--- config.mk ---
export PLATFORM = sky130hd
export DESIGN_NAME = sync_bank
export DESIGN_NICKNAME = d
export VERILOG_FILES = /design/src/rtl/sync_bank.sv
export SDC_FILE = /design/constraint.sdc
export NUM_CORES = 1
export LEC_CHECK = 0
export ABC_AREA = 1
export CORE_MARGIN = 4
export CORE_UTILIZATION = 48
export DETAILED_ROUTE_END_ITERATION = 12
export PLACE_DENSITY = 0.71
export SLEW_MARGIN = 30
export SYNTH_ARGS = -nofsm -noshare
export SYNTH_HDL_FRONTEND = slang
export SYNTH_SLANG_ARGS = --single-unit
--- constraint.sdc ---
create_clock -name clk -period 1.9 [get_ports clk]
set_clock_uncertainty 0.05 [all_clocks]
set_input_delay 0.57 -clock clk [delete_from_list [all_inputs] [get_ports clk]]
set_output_delay 0.57 -clock clk [all_outputs]
set_load 0.005 [all_outputs]
--- src/rtl/sync_bank.sv ---
// sync_bank: per-channel input synchronizer with stability filter,
// registered rise/fall pulses and sticky event flags.
module sync_bank #(
   parameter int               WIDTH     = 8,
   parameter int               STAGES    = 2,
   parameter int               FILTER    = 4,
   parameter logic [WIDTH-1:0] RESET_VAL = '0
) (
   input  logic             clk,
   input  logic             reset,
   input  logic [WIDTH-1:0] async_in,
   output logic [WIDTH-1:0] sync_out,
   output logic [WIDTH-1:0] rise,
   output logic [WIDTH-1:0] fall,
   output logic [WIDTH-1:0] event_pending,
   input  logic [WIDTH-1:0] event_clr
);

   localparam int FM = (FILTER < 1) ? 1 : FILTER;
   localparam int CW = $clog2(FM + 1);
   localparam logic [CW-1:0] TERM = CW'(FM - 1);

   if (STAGES < 2) begin : g_bad_stages
      $error("sync_bank: STAGES must be at least 2");
   end

   if (WIDTH < 1) begin : g_bad_width
      $error("sync_bank: WIDTH must be at least 1");
   end

   for (genvar i = 0; i < WIDTH; i++) begin : g_ch
      logic [STAGES-1:0] pipe;
      logic              raw;
      logic [CW-1:0]     cnt;
      logic [CW-1:0]     cnt_nxt;
      logic              level;
      logic              rise_q;
      logic              fall_q;
      logic              pend_q;
      logic              diff;
      logic              hit;

      // Plain shift chain: nothing may sit between these flops.
      always_ff @(posedge clk) begin
         if (!reset) begin
            pipe <= {STAGES{RESET_VAL[i]}};
         end else begin
            pipe <= {pipe[STAGES-2:0], async_in[i]};
         end
      end

      assign raw  = pipe[STAGES-1];
      assign diff = raw ^ level;
      assign hit  = diff && (cnt == TERM);

      always_comb begin
         cnt_nxt = '0;
         if (diff && !hit) begin
            cnt_nxt = cnt + CW'(1);
         end
      end

      // Any return of raw to the current level before terminal
      // count clears cnt, so short glitches never reach the output.
      always_ff @(posedge clk) begin
         if (!reset) begin
            cnt    <= '0;
            level  <= RESET_VAL[i];
            rise_q <= 1'b0;
            fall_q <= 1'b0;
            pend_q <= 1'b0;
         end else begin
            cnt    <= cnt_nxt;
            if (hit) begin
               level <= raw;
            end
            rise_q <= hit & raw;
            fall_q <= hit & ~raw;
            pend_q <= (pend_q & ~event_clr[i]) | rise_q | fall_q;
         end
      end

      assign sync_out[i]      = level;
      assign rise[i]          = rise_q;
      assign fall[i]          = fall_q;
      assign event_pending[i] = pend_q;
   end

endmodule

---- After elaboration in Yosys (flattened, before gate mapping) ----
Index checks and enable logic that the tools add are counted.
word-level totals
  bits of input ports ..................... 18
  logic and storage cells ................. 160
  register bits after elaboration ......... 72
  output and inout port bits .............. 32
cells by class
  bitwise operators ....................... 64
  equal/unequal tests ..................... 8
  add/subtract/negate cells ............... 8
  reduce and logical (&&, ||, !) cells .... 32
operator list
  kind                                                 count
  adder 3 x 1 -> 3 bit, second input constant          8
  bitwise AND 1 bit                                    24
  equality test 3 x 2 -> 1 bit, second input constant  8
  logical AND 1 bit                                    16
  inverter 1 bit                                       16
  OR 1 bit                                             16
  AND reduction 2 bit                                  8
  logical NOT 1 bit                                    8
  XOR 1 bit                                            8

---- Logic depth before layout (Yosys ltp) ----
  word-level depth ........................ 5
  depth in mapped cells ................... 5
  mapped depth without buffers ............ 5

---- Worst setup path after synthesis ----
OpenSTA, ideal clock, no wires.
  path type ............................... in2reg
  start ................................... input reset
  end ..................................... register g_ch[2].level
  data required time ...................... 1.728 ns
  stages on the path ...................... 4
  data arrival time ....................... 0.935 ns
  setup time .............................. 0.122 ns
  buffers on the path ..................... 2
  path slack .............................. 0.793 ns
  cells stage by stage .................... buf_6 inv_2 buf_6 a21oi_1
RTL lines
  element               line  source
  from (decl)           10    input logic reset,
  to (signal assigned)  68    level <= RESET_VAL[i];
  to (signal assigned)  75    level <= raw;
  to (decl)             36    logic level;
No word-level cell between the ends.

---- Final worst setup path ----
  start ................................... register g_ch[5].level
  end ..................................... output sync_out[5]
RTL lines
  element                 line  source
  from (decl)             36
  from (signal assigned)  68
  from (signal assigned)  75
  to (decl)               12    output logic [WIDTH-1:0] sync_out,
No word-level cell between the ends.

==> impl_metrics.yaml <==
sta:
  period_share: 0.9638
  max_slew_margin: 0.8054
  worstMarginPinSlew_ps: 291.0
  layout_min_cycle_time_ps: 1831
  max_freq_mhz: 546.1
  rsz0062_at_grt: "no"
  fin_tns_setup_ps: 0
  final-max-slew-violation-count: 0
  holdWs_ps: 354.7
  setup_viol: 0
  hold_viol_final: 0
clock_network:
  cts_root_buf: "clkbuf_8"
  post_cts_buffers: 0
  clock_path_buffers: 2
  cts_tree: "yes"
  clk_transition_reported_paths_ps: 70
  postCtsHoldBufs: 0
  numCtsBuffers: 9
  clkLatencyLatePin_ps: 340
  htreeDepth: 3
  cts.sinks: 72
die:
  die_y_um: 84.87
  core_area_um2: 5608
  dieArea_um2: 7203
  initial_core_util: 0.5058
  chipWidth_um: 84.87
  fp-row-count: 27
  pin_count: 50
final_layout:
  diodes: 0
  area_growth_pct: 19.14
  final_nets: 387
  design_area_um2: 3379
  drive_above_1_share: 0.08939
  fillers: 509
  final_cells: 430
global_routing:
  track_usage: 0.1255
  grt_pass1_wl_um: 7224
  first_global_vias: 1793
  grt_max_degree: 21
  antenna_found_initial: 0
  grt_overflow: 0
setup_path:
  cp_slowest_stage_delay_ps: 510
  slowest_stage: "clkdlybuf4s50_1"
  worstSetupEndpointType: "primary output"
  cp-start-kind: "flop"
  arrival_ps: 1210
  r2r_slack_ps: 680
  critPathTopFamily: "buffers and inverters"
  cp.depth: 1
  path_cells: "clkdlybuf4s50_1"
  required_ps: 1280
  critPathMaxFanout: 5
  path_class: "flop to primary output"
  ff2ff_path_depth: 5
  cp_num_buf_inv: 1
run_status:
  status: "complete, no violations"
synth:
  syn_nets: 361
  synth-edff-count: 0
  yosysTopAreaCell: "dfxtp_1"
  yosysWarnings: 0
  synthArstFlopShare: 0
  avgSynthCellArea_um2: 8.674
  syn_area_um2: 2836
  synth_top_area_frac: 0.5082
  seq_area_frac_synth: 0.5082
  synthTopCellsByArea: "dfxtp_1, buf_4, inv_1"
  ys_seq_elements: 72
  synth_cell_types: 15
  yosysMostFrequentCell: "dfxtp_1"
  ys.flop_type: "dfxtp_1"
  synth_common_cells: "dfxtp_1, inv_1, nor2_1"
  syn_inst: 327
placed_design:
  portBuffers: 49
  globalplace.congestion: 0.7536
  dpl-instance-area_um2: 3149
  numPlacedInstances: 414
  dp_hpwl_um: 2995
power_and_ir_drop:
  p_seq_frac: 0.531
  power_frac_clock: 0.434
  power_density_nw_per_um2: 859.0
  swShare: 0.1966
  combPwrFrac: 0.035
  totalPowerFinal_mw: 2.903
  p_int_mw: 2.332
  p_leak_nw: 1.468
  p_sw_mw: 0.5706
  vdd_ir_drop_max_v: 0.0005274
drt:
  dr.pass1.iters: 4
  vias: 1873
  drt_iter0_drc: 43
  avgViaCountPerCell: 4.356
  drc: 0
  ant_nets: 0
  wl_per_cell_um: 9.528
  wl_um: 4097
hold_path:
  hold_depth: 2
  hold_class: "flop to flop"
job:
  maxCapViolations: 0
[sequential cells by signal, summed over array words and instances, names as in the netlist]
register,flops
g_ch.level,8
g_ch.rise_q,8
g_ch.pend_q,8
g_ch.fall_q,8
g_ch.cnt,24
g_ch.pipe,16
[metal layers]
layer	track usage	vias up	part of all wire	wire (um)
li1	-	1011	-	-
met1	0.1376	814	0.45	1836
met2	0.2114	37	0.47	1922
met3	0.03592	11	0.052	211
met4	0.08201	0	0.031	127
met5	0	-	0	0
[final cells by class]
type,instances,area (um2),share of cell area
clock buffer,14,182.7,0.05405
multi-input combinational,152,840.8,0.2488
clock inverter,2,35.03,0.01037
tap,72,90.09,0.02666
inverter,65,244.0,0.07220
timing repair buffer,53,535.5,0.1585
sequential,72,1451,0.4295
[placed cells by master, fill, tap and decap left out]
cell,n
inv_1,64
dfxtp_1,64
nor2_1,48
clkdlybuf4s50_1,48
nand2_1,40
nand3_1,16
a21oi_1,16
ha_1,16
clkbuf_8,13
o21ai_0,8
dfxtp_2,8
nand4_4,4
nand4_1,4
buf_4,3
inv_2,1
clkinv_2,1
bufinv_16,1
clkbuf_1,1
dlymetal6s2s_1,1
buf_12,1
[power by group through the flow]
stage	Combinational (mW)	Sequential [mW]	Clock [mW]
floorplan	0.0624	1.57	0
global placement	0.101	1.57	0
detailed placement	0.103	1.58	0
CTS	0.104	1.54	1.30
global route	0.115	1.54	1.38
finish	0.102	1.54	1.26
[per-stage QoR]
stage / setup WS, ps / utilization
after floorplan: 793.3 / -
after global placement: 86.12 / 0.5616
after detailed placement: 83.85 / 0.5616
after CTS: 3.893 / 0.6011
after global routing: 16.28 / 0.6026
final: 68.70 / 0.6026
[cells by family after synthesis]
family,count (synthesis),share of synthesized area
AOI/OAI and AO/OA,24,0.04235
adders and majority gates,16,0.07058
buffers and inverters,103,0.1954
DFF,72,0.5082
and+or+nand+nor,112,0.1835
[worst paths after layout]
check | from | endpoint
setup reg to reg | g_ch[2].cnt[0] | g_ch[2].cnt[2]
setup / recovery | g_ch[5].level | sync_out[5]
hold reg to reg | g_ch[1].pipe[0] | g_ch[1].pipe[1]
hold / removal | g_ch[1].pipe[0] | g_ch[1].pipe[1]
[timing repair]
action | 4_1_cts | 5_1_grt
endpoints found under the setup margin | 3 | 6
gates resized for setup | 3 | 6
gates cloned | 0 | 0
(Power assumes the default switching activity.)
==> RTL change 1 (same settings) <==
Make the reset (`reset`) asynchronous in 2 clocked blocks.
--- a/src/rtl/sync_bank.sv
+++ b/src/rtl/sync_bank.sv
@@ -42,5 +42,5 @@
 
       // Plain shift chain: nothing may sit between these flops.
-      always_ff @(posedge clk) begin
+      always_ff @(posedge clk or negedge reset) begin
          if (!reset) begin
             pipe <= {STAGES{RESET_VAL[i]}};
@@ -63,5 +63,5 @@
       // Any return of raw to the current level before terminal
       // count clears cnt, so short glitches never reach the output.
-      always_ff @(posedge clk) begin
+      always_ff @(posedge clk or negedge reset) begin
          if (!reset) begin
             cnt    <= '0;
Function: differs if reset is asserted again (counterexample within 10 cycles, from zero or initial values and one cycle with reset low); with reset held inactive, the same outputs for 10 cycles.
==> RTL change 1 against the original RTL <==
  * Routed wire length down 4.7%
  * Critical path depth unchanged
  * Area after synthesis is 4.0% higher
  * Utilization shrank 0.87 points
  * Setup slack got worse by 7.3 ps
  * Sequential cell count stayed put
  * Cell area rose by 4.7%
  * Largest cell class unchanged
  * Highest routed layer unchanged
Power is not compared: it rests on default switching activity, and its combinational part moved more than twofold at a synthesized area within 25%.
==> RTL change 1: results (changes against the original RTL) <==
Mapped Cells 284 (-13%); largest fanout on the critical path 3 (-2); Tightest Hold Check Type in -> async; Met1 Routed Length 1740 µm (-5.0%); fillcell total 498 (-2.2%); Largest stage delay, worst path 510 ps (about the same); async set-reset flop share out of synthesis 100% (+100 points); number of port buffers 49 (unchanged); part of the Yosys area used for sequential elements 61.1% (+10 points); met1 Track Usage GR 15.4% (+1.7 points); Worst slew margin 73.3% (-7.3 points); worst IR drop on VDD 0.583 mV; cell depth of the worst flop-to-flop path 5 (unchanged); source-to-sink clock delay at the later pin of the worst-skew pair 330 ps; mean routed wirelength per cell 9.86 µm (+3.5%); final worst hold slack 118 ps (-237 ps); Register-to-Register Setup Slack 750 ps (+70 ps); highest metal layer with signal wires met4; wire length of the first global-routing pass 6980 µm (-3.3%); Detail Route met3 WL 289 µm (+37%); family of cells with the greatest summed delay on the critical path buffers and inverters; DR pass1 iterations 4 (unchanged); dominant cell by count in the synthesized netlist sky130_fd_sc_hd__dfrtp_1; post-synthesis net count 324 (-10%); maximum number of pins on one net before global-route repair 43 (+100%); clock buffer count from CTS 9 (unchanged); GRT Util Overall 12.1% (-0.49 points); total of warnings raised by yosys 0 (unchanged); highest-delay cell along the critical path sky130_fd_sc_hd__clkdlybuf4s50_1; initial detailed-routing violation count 58 (+35%); metal2 WL 1790 µm (-6.8%); compound-gate portion of the synthesized area 2.71% (-1.5 points); post-synthesis cell type count 10 (-5); placed cell area 3310 µm² (+5.2%); PostCTS Resize Cnt 0 (-3); run status complete, no violations; most frequent cells after synthesis sky130_fd_sc_hd__dfrtp_1, sky130_fd_sc_hd__inv_1, sky130_fd_sc_hd__nor2_1, sky130_fd_sc_hd__buf_4, sky130_fd_sc_hd__nand2_1; switching share of power 28.2%; top-area cell type share of the netlist area 61.1% (+10 points); share of the clock period used by the worst path after layout 96.8% (+0.39 points); Leak Pwr 1.76 nW; Multi-input gate area 706 µm² (-16%); GPL Wtd Cong 0.683 (-9.3%); fraction of met2 tracks used by global routing 18.0% (-3.1 points); sum of net half-perimeters after detailed placement 2820 µm (-6.0%); cells taking the most area after synthesis sky130_fd_sc_hd__dfrtp_1, sky130_fd_sc_hd__ha_1, sky130_fd_sc_hd__buf_4; root cell of the clock tree sky130_fd_sc_hd__clkbuf_8; vias after detailed routing 1,702 (-9.1%); adder and majority gate portion of the synthesized area 9.33% (+2.3 points); # nets final 356 (-8.0%); met3 usage 3.71% (+0.11 points); DP Worst Slack 404 ps (+320 ps); via count of the first global-routing pass 1,643 (-8.4%); share of final-layout standard cells stronger than drive strength 1 9.35% (+0.41 points); DRT Wirelength 3900 µm (-4.7%); DP Cell Count 377 (-8.9%)
## RTL change 1: cell count changes after synthesis, moves of 12 or more
| cell | unedited run | this run |
|---|---|---|
| sky130_fd_sc_hd__nand3_1 | 16 | 0 |
| sky130_fd_sc_hd__inv_1 | 64 | 52 |
| sky130_fd_sc_hd__a21oi_1 | 16 | 0 |
| sky130_fd_sc_hd__dfxtp_1 | 72 | 0 |
| sky130_fd_sc_hd__dfrtp_1 | 0 | 72 |
## RTL change 1: path summary, 6_finish.rpt
path,start,endpoint
setup / recovery,g_ch[1].level$_DFFE_PN0P_,sync_out[1]
hold / removal,reset,g_ch[2].pend_q$_DFF_PN0_
setup reg to reg,g_ch[3].cnt[0]$_DFF_PN0_,g_ch[3].cnt[0]$_DFF_PN0_
hold reg to reg,g_ch[5].pipe[0]$_DFF_PN0_,g_ch[5].pipe[1]$_DFF_PN0_
max in group asynchronous,reset,g_ch[0].pipe[0]$_DFF_PN0_
min in group clk,g_ch[5].pipe[0]$_DFF_PN0_,g_ch[5].pipe[1]$_DFF_PN0_
## RTL change 1: area by class of cell
cell class,instances,area share (%)
clock inverter,5,1.59
tap,75,2.65
sequential,72,50.9
inverter,54,5.73
clock buffer,11,4.00
multi-input combinational,126,20.0
timing repair buffer,53,15.1
## RTL change 1: power groups by stage
| stage | Combinational, mW | Clock, mW | Sequential [mW] |
|---|---|---|---|
| detailed placement | 1.01 | 0 | 2.03 |
| floorplan | 0.753 | 0 | 1.99 |
| finish | 1.02 | 1.17 | 1.99 |
| CTS | 1.01 | 1.22 | 2.00 |
| global route | 1.22 | 1.30 | 2.03 |
| global placement | 0.985 | 0 | 2.00 |
==> RTL change 2 (same flow settings) <==
Without the edit above. Set the parameter `WIDTH` to 6 (it was 8).
--- a/src/rtl/sync_bank.sv
+++ b/src/rtl/sync_bank.sv
@@ -2,5 +2,5 @@
 // registered rise/fall pulses and sticky event flags.
 module sync_bank #(
-   parameter int               WIDTH     = 8,
+   parameter int               WIDTH     = 6,
    parameter int               STAGES    = 2,
    parameter int               FILTER    = 4,
Ports: changed (6 resized); port bits go from 50 to 38. The function was not compared with the original's and may differ.
==> RTL change 2 against the original RTL <==
  * Routed wire length fell by 30%
  * Total power fell by 38%
  * Sequential cell count down 18
  * Combinational power shrank 29%
  * Area after synthesis fell by 25%
  * Cell area decreased by 28%
  * Highest routed layer unchanged
  * Via count decreased by 26%
  * Sequential power fell by 25%
  * Setup slack lost 18 ps
  * Global-route usage fell by 0.86 points
==> RTL change 2: results (changes against the original RTL) <==
met1 Track Usage GR 13.3% (-0.45 points); placed cell area 2350 µm² (-25%); GRT Util Overall 11.7% (-0.86 points); number of non-filler instances in the completed layout 312 (-27%); fraction of met2 tracks used by global routing 18.9% (-2.2 points); total number of H-tree levels 2 (-1); # nets final 288 (-26%); Worst Hold Launch g_ch[2].pipe[0]$_SDFF_PN0_; run status complete, no violations; most frequent cells after synthesis sky130_fd_sc_hd__dfxtp_1, sky130_fd_sc_hd__inv_1, sky130_fd_sc_hd__nor2_1, sky130_fd_sc_hd__nand2_1, sky130_fd_sc_hd__buf_4; worst IR drop on VDD 0.529 mV (+0.38%); PostCTS Resize Cnt 0 (-3); worst setup path startpoint g_ch[3].level$_SDFFE_PN0P_; final worst hold slack 369 ps (+14.2 ps); Worst slew margin 78.8% (-1.7 points); clock period minus final worst setup slack 1850 ps (+17.6 ps); DP Worst Slack 171 ps (+87.5 ps); Leak Pwr 1.03 nW (-30%); GPL Wtd Cong 0.664 (-12%); Met1 Routed Length 1300 µm (-29%); initial detailed-routing violation count 80 (+86%); relative contribution of the clock network to total power 32.3% (-11 points); power after layout 1.81 mW (-38%); proportion of power drawn by combinational gates 4.0% (+0.5 points); cells taking the most area after synthesis sky130_fd_sc_hd__dfxtp_1, sky130_fd_sc_hd__buf_4, sky130_fd_sc_hd__inv_1; switching power total 0.375 mW (-34%); mean routed wirelength per cell 9.21 µm (-3.4%); signal arrival time at the worst endpoint 1230 ps (+20 ps); clock buffer count from CTS 5 (-4); end point of the critical path sync_out[3]; sink of the worst hold path g_ch[2].pipe[1]$_SDFF_PN0_; compound-gate portion of the synthesized area 5.64% (+1.4 points); sum of net half-perimeters after detailed placement 2150 µm (-28%); metal2 WL 1250 µm (-35%); via count of the first global-routing pass 1,227 (-32%); adder and majority gate portion of the synthesized area 7.05% (about the same); Avg Synthesized Cell Area 8.69 µm² (+0.15%); source-to-sink clock delay at the later pin of the worst-skew pair 300 ps (-40 ps); wire length of the first global-routing pass 4970 µm (-31%); number of port buffers 37 (-24%); endpoint of the lowest-slack register-to-register path g_ch[2].cnt[0]$_SDFF_PN0_
==> RTL change 2: cell count changes in the layout (fill, tap and decap cells not counted), sizes merged, moves of 3 or more <==
cell,delta
buf,-3
nor2,-12
nand2,-10
clkdlybuf4s50,-11
clkbuf,-7
a21oi,-4
dfxtp,-18
ha,-4
inv,-16
nand3,-4
==> RTL change 2: layout make-up <==
type | count | area, µm²
Inverter | 49 | 186
Timing Repair Buffer | 38 | 390
Sequential cell | 54 | 1090
Multi-Input combinational cell | 114 | 631
Tap cell | 50 | 62.6
Fill cell | 381 | 1710
Clock buffer | 7 | 76.3
==> RTL change 2: worst reg2reg max path, stage by stage, from the launching register on <==
cell and delay (ps):
sky130_fd_sc_hd__dfxtp_1 320, sky130_fd_sc_hd__ha_1 190, sky130_fd_sc_hd__ha_1 200, sky130_fd_sc_hd__inv_1 80, sky130_fd_sc_hd__nand4_1 160, sky130_fd_sc_hd__nor2_1 120
